==> src/rtl/i2c_slave_regfile_if.sv <==
// i2c_slave_regfile_if: pad-side and system-side signals of the I2C slave
// register file, bundled as one port.
//   slave  modport : used by i2c_slave_regfile
//   master modport : used by whatever drives the pads and the host read port
// Signals:
//   scl_i, sda_i  I2C pad inputs (asynchronous)
//   sda_oe        1 = pull SDA low (open drain)
//   wr_stb/wr_addr/wr_data  one-cycle notification of an I2C register write
//   host_addr/host_rdata    system-side combinational read port
//   busy          transaction in progress
interface i2c_slave_regfile_if #(parameter int PTR_W = 4);
  logic             scl_i;
  logic             sda_i;
  logic             sda_oe;
  logic             wr_stb;
  logic [PTR_W-1:0] wr_addr;
  logic [7:0]       wr_data;
  logic [PTR_W-1:0] host_addr;
  logic [7:0]       host_rdata;
  logic             busy;

  modport slave (
    input  scl_i, sda_i, host_addr,
    output sda_oe, wr_stb, wr_addr, wr_data, host_rdata, busy
  );

  modport master (
    output scl_i, sda_i, host_addr,
    input  sda_oe, wr_stb, wr_addr, wr_data, host_rdata, busy
  );
endinterface

==> src/rtl/i2c_slave_regfile.sv <==
// i2c_slave_regfile: I2C slave with an internal byte register file and an
// auto-incrementing register pointer.
//   clk, rst : system clock (>= 10x SCL), synchronous active-high reset
//   bus      : i2c_slave_regfile_if.slave (pads, write strobe, host read port)
// Transaction format: S addr+W ptr data... P  /  S addr+R data... P
// (repeated START allowed anywhere). SCL/SDA are oversampled on clk.
// Optional feature: define GEN_CALL_EN to ACK the general-call address
// (7'h00 + W); the following bytes are then written from the current
// pointer without a pointer byte. Without it, 7'h00 is a plain mismatch.
module i2c_slave_regfile #(
  parameter logic [6:0] SLAVE_ADDR = 7'h42,
  parameter int         NUM_REGS   = 16,
  parameter int         PTR_W      = 4,
  parameter logic [7:0] RST_VAL    = 8'h00
) (
  input logic                clk,
  input logic                rst,
  i2c_slave_regfile_if.slave bus
);

  typedef enum logic [3:0] {
    IDLE, ADDR, ADDR_ACK, PTR, PTR_ACK, WDATA, WDATA_ACK, RDATA, RDATA_ACK
  } state_t;

  state_t                   state, ack_nxt;
  logic [1:0]               scl_s, sda_s;
  logic                     scl_d, sda_d;
  logic                     scl, sda;
  logic                     scl_rise, scl_fall, start_det, stop_det;
  logic [3:0]               cnt;
  logic [7:0]               sh, rx_byte;
  logic [PTR_W-1:0]         ptr, ptr_inc;
  logic [NUM_REGS-1:0][7:0] regs;
  logic                     addr_hit, addr_gc;
  logic                     sda_oe_q, wr_stb_q, busy_q;
  logic [PTR_W-1:0]         wr_addr_q;
  logic [7:0]               wr_data_q;

  // 2-FF synchronisers plus one delay stage for edge detection. Reset to
  // the idle-bus level so no spurious edge is seen leaving reset.
  always_ff @(posedge clk) begin
    if (rst) begin
      scl_s <= 2'b11;
      sda_s <= 2'b11;
      scl_d <= 1'b1;
      sda_d <= 1'b1;
    end else begin
      scl_s <= {scl_s[0], bus.scl_i};
      sda_s <= {sda_s[0], bus.sda_i};
      scl_d <= scl_s[1];
      sda_d <= sda_s[1];
    end
  end

  assign scl       = scl_s[1];
  assign sda       = sda_s[1];
  assign scl_rise  = scl & ~scl_d;
  assign scl_fall  = ~scl & scl_d;
  assign start_det = scl & scl_d & sda_d & ~sda;
  assign stop_det  = scl & scl_d & ~sda_d & sda;

  // Byte as it stands once the current rising-edge bit is shifted in.
  assign rx_byte  = {sh[6:0], sda};
  assign ptr_inc  = ptr + PTR_W'(1);
  assign addr_hit = (rx_byte[7:1] == SLAVE_ADDR);
`ifdef GEN_CALL_EN
  assign addr_gc  = (rx_byte == 8'h00);
`else
  assign addr_gc  = 1'b0;
`endif

  assign bus.host_rdata = regs[bus.host_addr];
  assign bus.sda_oe     = sda_oe_q;
  assign bus.wr_stb     = wr_stb_q;
  assign bus.wr_addr    = wr_addr_q;
  assign bus.wr_data    = wr_data_q;
  assign bus.busy       = busy_q;

  always_ff @(posedge clk) begin
    if (rst) begin
      state     <= IDLE;
      ack_nxt   <= IDLE;
      cnt       <= '0;
      sh        <= '0;
      ptr       <= '0;
      regs      <= {NUM_REGS{RST_VAL}};
      sda_oe_q  <= 1'b0;
      wr_stb_q  <= 1'b0;
      wr_addr_q <= '0;
      wr_data_q <= '0;
      busy_q    <= 1'b0;
    end else begin
      wr_stb_q <= 1'b0;
      if (start_det) begin
        state    <= ADDR;
        cnt      <= '0;
        busy_q   <= 1'b1;
        sda_oe_q <= 1'b0;
      end else if (stop_det) begin
        state    <= IDLE;
        busy_q   <= 1'b0;
        sda_oe_q <= 1'b0;
      end else begin
        unique case (state)
          IDLE: ;
          // Master-driven bytes: sample on scl rise, decide on the 8th bit.
          ADDR, PTR, WDATA: begin
            if (scl_rise) begin
              sh  <= rx_byte;
              cnt <= cnt + 4'd1;
              if (cnt == 4'd7) begin
                if (state == ADDR) begin
                  if (addr_hit) begin
                    state   <= ADDR_ACK;
                    ack_nxt <= rx_byte[0] ? RDATA : PTR;
                  end else if (addr_gc) begin
                    state   <= ADDR_ACK;
                    ack_nxt <= WDATA;
                  end else begin
                    state  <= IDLE;
                    busy_q <= 1'b0;
                  end
                end else if (state == PTR) begin
                  ptr     <= rx_byte[PTR_W-1:0];
                  state   <= PTR_ACK;
                  ack_nxt <= WDATA;
                end else begin
                  regs[ptr] <= rx_byte;
                  wr_stb_q  <= 1'b1;
                  wr_addr_q <= ptr;
                  wr_data_q <= rx_byte;
                  ptr       <= ptr_inc;
                  state     <= WDATA_ACK;
                  ack_nxt   <= WDATA;
                end
              end
            end
          end
          // Slave ACK: first scl fall pulls SDA, second fall releases it.
          // sda_oe_q is never set on entry, so it doubles as the phase bit.
          ADDR_ACK, PTR_ACK, WDATA_ACK: begin
            if (scl_fall) begin
              if (!sda_oe_q) begin
                sda_oe_q <= 1'b1;
              end else begin
                state <= ack_nxt;
                cnt   <= '0;
                if (ack_nxt == RDATA) begin
                  // First read bit goes out on this same fall.
                  sh       <= regs[ptr];
                  sda_oe_q <= ~regs[ptr][7];
                end else begin
                  sda_oe_q <= 1'b0;
                end
              end
            end
          end
          // cnt counts bits the master has already sampled. cnt==0 on a
          // fall only happens after a master ACK reload.
          RDATA: begin
            if (scl_rise) begin
              cnt <= cnt + 4'd1;
            end else if (scl_fall) begin
              if (cnt == 4'd0) begin
                sda_oe_q <= ~sh[7];
              end else if (cnt == 4'd8) begin
                sda_oe_q <= 1'b0;
                state    <= RDATA_ACK;
              end else begin
                sh       <= {sh[6:0], 1'b0};
                sda_oe_q <= ~sh[6];
              end
            end
          end
          RDATA_ACK: begin
            if (scl_rise) begin
              if (!sda) begin
                ptr   <= ptr_inc;
                sh    <= regs[ptr_inc];
                cnt   <= '0;
                state <= RDATA;
              end else begin
                state  <= IDLE;
                busy_q <= 1'b0;
              end
            end
          end
          default: state <= IDLE;
        endcase
      end
    end
  end

endmodule
==> src/flat_wrapper.sv <==
// flat-port wrapper written by rule: the top's interface ports become plain ports
module i2c_slave_regfile_flat 
#(
  parameter logic [6:0] SLAVE_ADDR = 7'h42,
  parameter int         NUM_REGS   = 16,
  parameter int         PTR_W      = 4,
  parameter logic [7:0] RST_VAL    = 8'h00
)
  (clk, rst, bus_scl_i, bus_sda_i, bus_host_addr, bus_sda_oe, bus_wr_stb, bus_wr_addr, bus_wr_data, bus_host_rdata, bus_busy);
  i2c_slave_regfile_if #(.PTR_W(PTR_W)) bus_i ();
  input logic clk;
  input logic rst;
  input wire logic [$bits(bus_i.scl_i)-1:0] bus_scl_i;
  input wire logic [$bits(bus_i.sda_i)-1:0] bus_sda_i;
  input wire logic [$bits(bus_i.host_addr)-1:0] bus_host_addr;
  output wire logic [$bits(bus_i.sda_oe)-1:0] bus_sda_oe;
  output wire logic [$bits(bus_i.wr_stb)-1:0] bus_wr_stb;
  output wire logic [$bits(bus_i.wr_addr)-1:0] bus_wr_addr;
  output wire logic [$bits(bus_i.wr_data)-1:0] bus_wr_data;
  output wire logic [$bits(bus_i.host_rdata)-1:0] bus_host_rdata;
  output wire logic [$bits(bus_i.busy)-1:0] bus_busy;
  assign bus_i.scl_i = bus_scl_i;
  assign bus_i.sda_i = bus_sda_i;
  assign bus_i.host_addr = bus_host_addr;
  assign bus_sda_oe = bus_i.sda_oe;
  assign bus_wr_stb = bus_i.wr_stb;
  assign bus_wr_addr = bus_i.wr_addr;
  assign bus_wr_data = bus_i.wr_data;
  assign bus_host_rdata = bus_i.host_rdata;
  assign bus_busy = bus_i.busy;
  i2c_slave_regfile #(.SLAVE_ADDR(SLAVE_ADDR), .NUM_REGS(NUM_REGS), .PTR_W(PTR_W), .RST_VAL(RST_VAL)) u_core (.clk(clk), .rst(rst), .bus(bus_i));
endmodule
==> config.mk <==
export PLATFORM = sky130hd
export DESIGN_NAME = i2c_slave_regfile_flat
export DESIGN_NICKNAME = d
export VERILOG_FILES = /design/src/rtl/i2c_slave_regfile_if.sv /design/src/rtl/i2c_slave_regfile.sv /design/src/flat_wrapper.sv
export SDC_FILE = /design/constraint.sdc
export NUM_CORES = 1
export LEC_CHECK = 0
export BUFFER_PORTS_ARGS = -buffer_cell sky130_fd_sc_hd__buf_2
export CAP_MARGIN = 20
export CORE_UTILIZATION = 35
export CTS_BUF_LIST = sky130_fd_sc_hd__clkbuf_8 sky130_fd_sc_hd__clkbuf_16
export DETAILED_ROUTE_END_ITERATION = 7
export PLACE_DENSITY = 0.51
export SETUP_SLACK_MARGIN = 0.3
export SLEW_MARGIN = 20
export SYNTH_ARGS = -nofsm -noshare
export SYNTH_HDL_FRONTEND = slang
export SYNTH_SLANG_ARGS = --single-unit
==> constraint.sdc <==
create_clock -name clk -period 4.62 [get_ports clk]
set_clock_uncertainty 0.15 [all_clocks]
set_input_delay 0.462 -clock clk [delete_from_list [all_inputs] [get_ports clk]]
set_output_delay 0.462 -clock clk [all_outputs]
set_load 0.005 [all_outputs]
==> flow_metrics.env <==
export IMPL_fin_util_pct=39.3
export IMPL_worst_pin_slew_ns=1.15
export IMPL_clk_pin_slew_ns=0.08
export IMPL_die_w_um=172
export IMPL_final_nets=967
export IMPL_synthSimpleGateAreaFrac_pct=14.9
export IMPL_diodes=0
export IMPL_hold_slack_ns=0.0558
export IMPL_die_h_um=172
export IMPL_dieArea_um2=29500
export IMPL_worstSetupEndpointType="flop"
export IMPL_area_growth_pct=9.22
export IMPL_ys_types=63
export IMPL_ctsResizeCount=0
export IMPL_critPathRequiredTime_ns=4.74
export IMPL_r2r_start="u_core.ptr[1]$_SDFFE_PP0P_"
export IMPL_drive_above_1_share_pct=21.7
export IMPL_p_leak_nw=3.56
export IMPL_setup_tns_ns=0
export IMPL_rsz0062_at_grt="no"
export IMPL_htreeDepth=4
export IMPL_drt_total_wl_mm=30.9
export IMPL_synth_top_area_cell="dfxtp_1"
export IMPL_fillers=2833
export IMPL_syn_inst=982
export IMPL_finalSetupViolCount=0
export IMPL_setup_worst_path_start="u_core.ptr[1]$_SDFFE_PP0P_"
export IMPL_place_congestion=0.827
export IMPL_synth_area_mux_share_pct=37.1
export IMPL_worstPathArrival_ns=3.41
export IMPL_vias=7769
export IMPL_worst_setup_path_type="reg -> reg"
export IMPL_rr_endpoint="u_core.sh[6]$_SDFFE_PP0P_"
export IMPL_synthDominantCellAreaShare_pct=34.1
export IMPL_ys_seq_area_share_pct=34.1
export IMPL_dp_hpwl_mm=19.4
export IMPL_synth_area_um2=10100
export IMPL_antenna_found_initial=0
export IMPL_multi_input_area_um2=6100
export IMPL_drt_pass1_iterations=7
export IMPL_fp_coreArea_um2=28100
export IMPL_powerDensity_nw_per_um2=283
export IMPL_status="finished, final reports clean"
export IMPL_wl_per_cell_um=23.0
export IMPL_grt_max_degree=96
export IMPL_min_delay_path_class="in -> reg"
export IMPL_cts_buffers=17
export IMPL_antenna_left=0
export IMPL_cts_tree="yes"
export IMPL_clockBufferDepth=2
export IMPL_synthArstFlopShare_pct=0
export IMPL_holdBufCountCts=0
export IMPL_synthXorXnorAreaFrac_pct=0.521
export IMPL_drc_errors=0
export IMPL_avgSynthCellArea_um2=10.3
export IMPL_maxClockFrequency_mhz=304
export IMPL_drtIter0Drc=917
export IMPL_insertion_delay_ns=0.45
export IMPL_yosysWarnings=0
export IMPL_period_needed_ns=3.28
export IMPL_row_count=61
export IMPL_port_buffers=30
export IMPL_maxSlewHeadroom_pct=23.2
export IMPL_cp_start_kind="flop"
export IMPL_cp_max_fo=31
export IMPL_synth_top_flop_cell="dfxtp_1"
export IMPL_rrSetupSlack_ns=1.34
export IMPL_synth_top_family_by_area="multiplexers"
export IMPL_synth_nets=996
export IMPL_slew_viol_final=0
export IMPL_fin_crit_sh_pct=71.1
export IMPL_synth_edff_count=0
export IMPL_synth_adder_area_share_pct=0.744
export IMPL_endpoint="u_core.sh[6]$_SDFFE_PP0P_"
export IMPL_grt_pass1_wl_mm=47.2
export IMPL_grt_use_total_pct=21.9
export IMPL_peakVddDrop_uv=232
export IMPL_synth_compound_area_share_pct=7.13
export IMPL_ys_top_cells_by_area="dfxtp_1 (34%), mux4_2 (23%), mux2i_1 (14%), nor2_1 (6.1%), nand2_1 (2.4%)"
export IMPL_io_pins=31
export IMPL_drv_cap=0
export IMPL_rr_worst_depth=8
export IMPL_synth_seq_cells=172
export IMPL_clock_sinks=172
export IMPL_grt_pass1_vias=7291
export IMPL_root_buffer="clkbuf_16"
export IMPL_vias_per_cell=5.78
export IMPL_overflow=0
export IMPL_finalHoldViolCount=0
export IMPL_start_util_pct=35.9
export IMPL_post_cts_buffers=0
export IMPL_regArea_um2=3450
## cells by family after synthesis
kind of cell    Yosys count
fa+ha+maj                 6
compound gates          106
flops                   172
buf+inv                 125
mux                     246
xor+xnor                  3
simple gates            324
## layout by cell type (no fill, tap or decap), types with 4 or more instances in the layout
cell       instances
buf_4             16
mux4_2           102
o21ai_0           24
clkinv_8           5
inv_1             29
a22o_1             6
inv_6              4
or2_2              8
buf_2             29
a311oi_1          10
nand2_1           64
a221oi_1           7
dfxtp_1          169
and2_1             5
and3_1            15
nor2b_1            8
nor3_1            10
clkbuf_16         17
nand2b_1           6
ha_1               5
a21oi_1           26
o22ai_1            7
nor2_1           163
or3_1              4
nand3_1           16
mux2i_1          141
## metrics by stage
step	cells	instance area (um2)	total power (W)	worst slack, ns
after detailed placement	1312	10400	0.00169	1.37
after global placement	1312	10400	0.00169	1.39
after floorplan	982	10100	0.00164	1.42
after global routing	1344	11000	0.00323	1.09
final	1344	11000	0.00312	1.34
after CTS	1344	11000	0.00315	1.34
## cell type report
| cell class | count | area share, % |
|---|---|---|
| clock inverter | 15 | 1.57 |
| clock buffer | 17 | 3.86 |
| tap | 378 | 4.29 |
| timing repair buffer | 46 | 2.59 |
| multi-input combinational | 685 | 55.4 |
| inverter | 31 | 1.06 |
| sequential | 172 | 31.3 |
## report_power, final
part	internal (W)	total, W	switching, W
combinational	0.0000446	0.000138	0.0000939
sequential	0.00149	0.00152	0.0000269
clock	0.000730	0.00146	0.000732
total	0.00226	0.00312	0.000853
## critical path, stage by stage, from the launching register on
cell and delay (ns):
dfxtp_1 0.35, buf_4 0.44, ha_1 0.47, or2_2 0.17
o21ai_0 0.10, a21oi_1 0.80, o21ai_0 0.26, o21ai_0 0.24
a311oi_1 0.13
## registers in the layout (all words and copies together) (netlist names)
name and count:
u_core.ack_nxt 3, u_core.state 4, u_core.bus.busy 1, u_core.scl_s 2, u_core.sda_d 1, u_core.bus.wr_addr 4, u_core.sda_s 2, u_core.bus.wr_data 8
u_core.regs 128, u_core.sh 8, u_core.cnt 4, u_core.scl_d 1, u_core.bus.sda_oe 1, u_core.bus.wr_stb 1, u_core.ptr 4
## cells in the mapped netlist, drive strengths merged (4+ instances only)
library cell  number
nand2             65
dfxtp            172
inv               29
and3              15
ha                 6
a221oi             7
or2                8
nor3              13
a22o               6
mux2i            141
and2               6
a311oi            10
a211oi             5
buf               57
a21oi             26
nor2b              8
o21ai             25
mux4             102
nand3             16
or3                4
o22ai              7
nand2b             6
nor2             164
clkbuf            37
## worst min path at each step
| stage | startpoint | end | slack (ns) | cells past startpoint |
|---|---|---|---|---|
| 2_1_floorplan | u_core.scl_s[0]$_SDFF_PP1_ | u_core.scl_s[1]$_SDFF_PP1_ | 0.24 | 1 |
| 3_3_place_gp | u_core.sda_s[0]$_SDFF_PP1_ | u_core.sda_s[1]$_SDFF_PP1_ | 0.24 | 1 |
| 3_5_place_dp | u_core.sda_s[0]$_SDFF_PP1_ | u_core.sda_s[1]$_SDFF_PP1_ | 0.24 | 1 |
| 4_1_cts | bus_sda_i | u_core.sda_s[0]$_SDFF_PP1_ | 0.04 | 2 |
| 5_1_grt | bus_sda_i | u_core.sda_s[0]$_SDFF_PP1_ | 0.04 | 2 |
| 6_report | bus_sda_i | u_core.sda_s[0]$_SDFF_PP1_ | 0.06 | 2 |
## routing by layer
metal	share of wire (%)	up-vias	global-route usage (%)
li1	-	3524	-
met1	46	3900	31.2
met2	44	300	32.6
met5	0	-	0
met4	2.3	0	6.81
met3	7.0	45	4.99
Note: power is estimated with default switching activity, not from simulation.
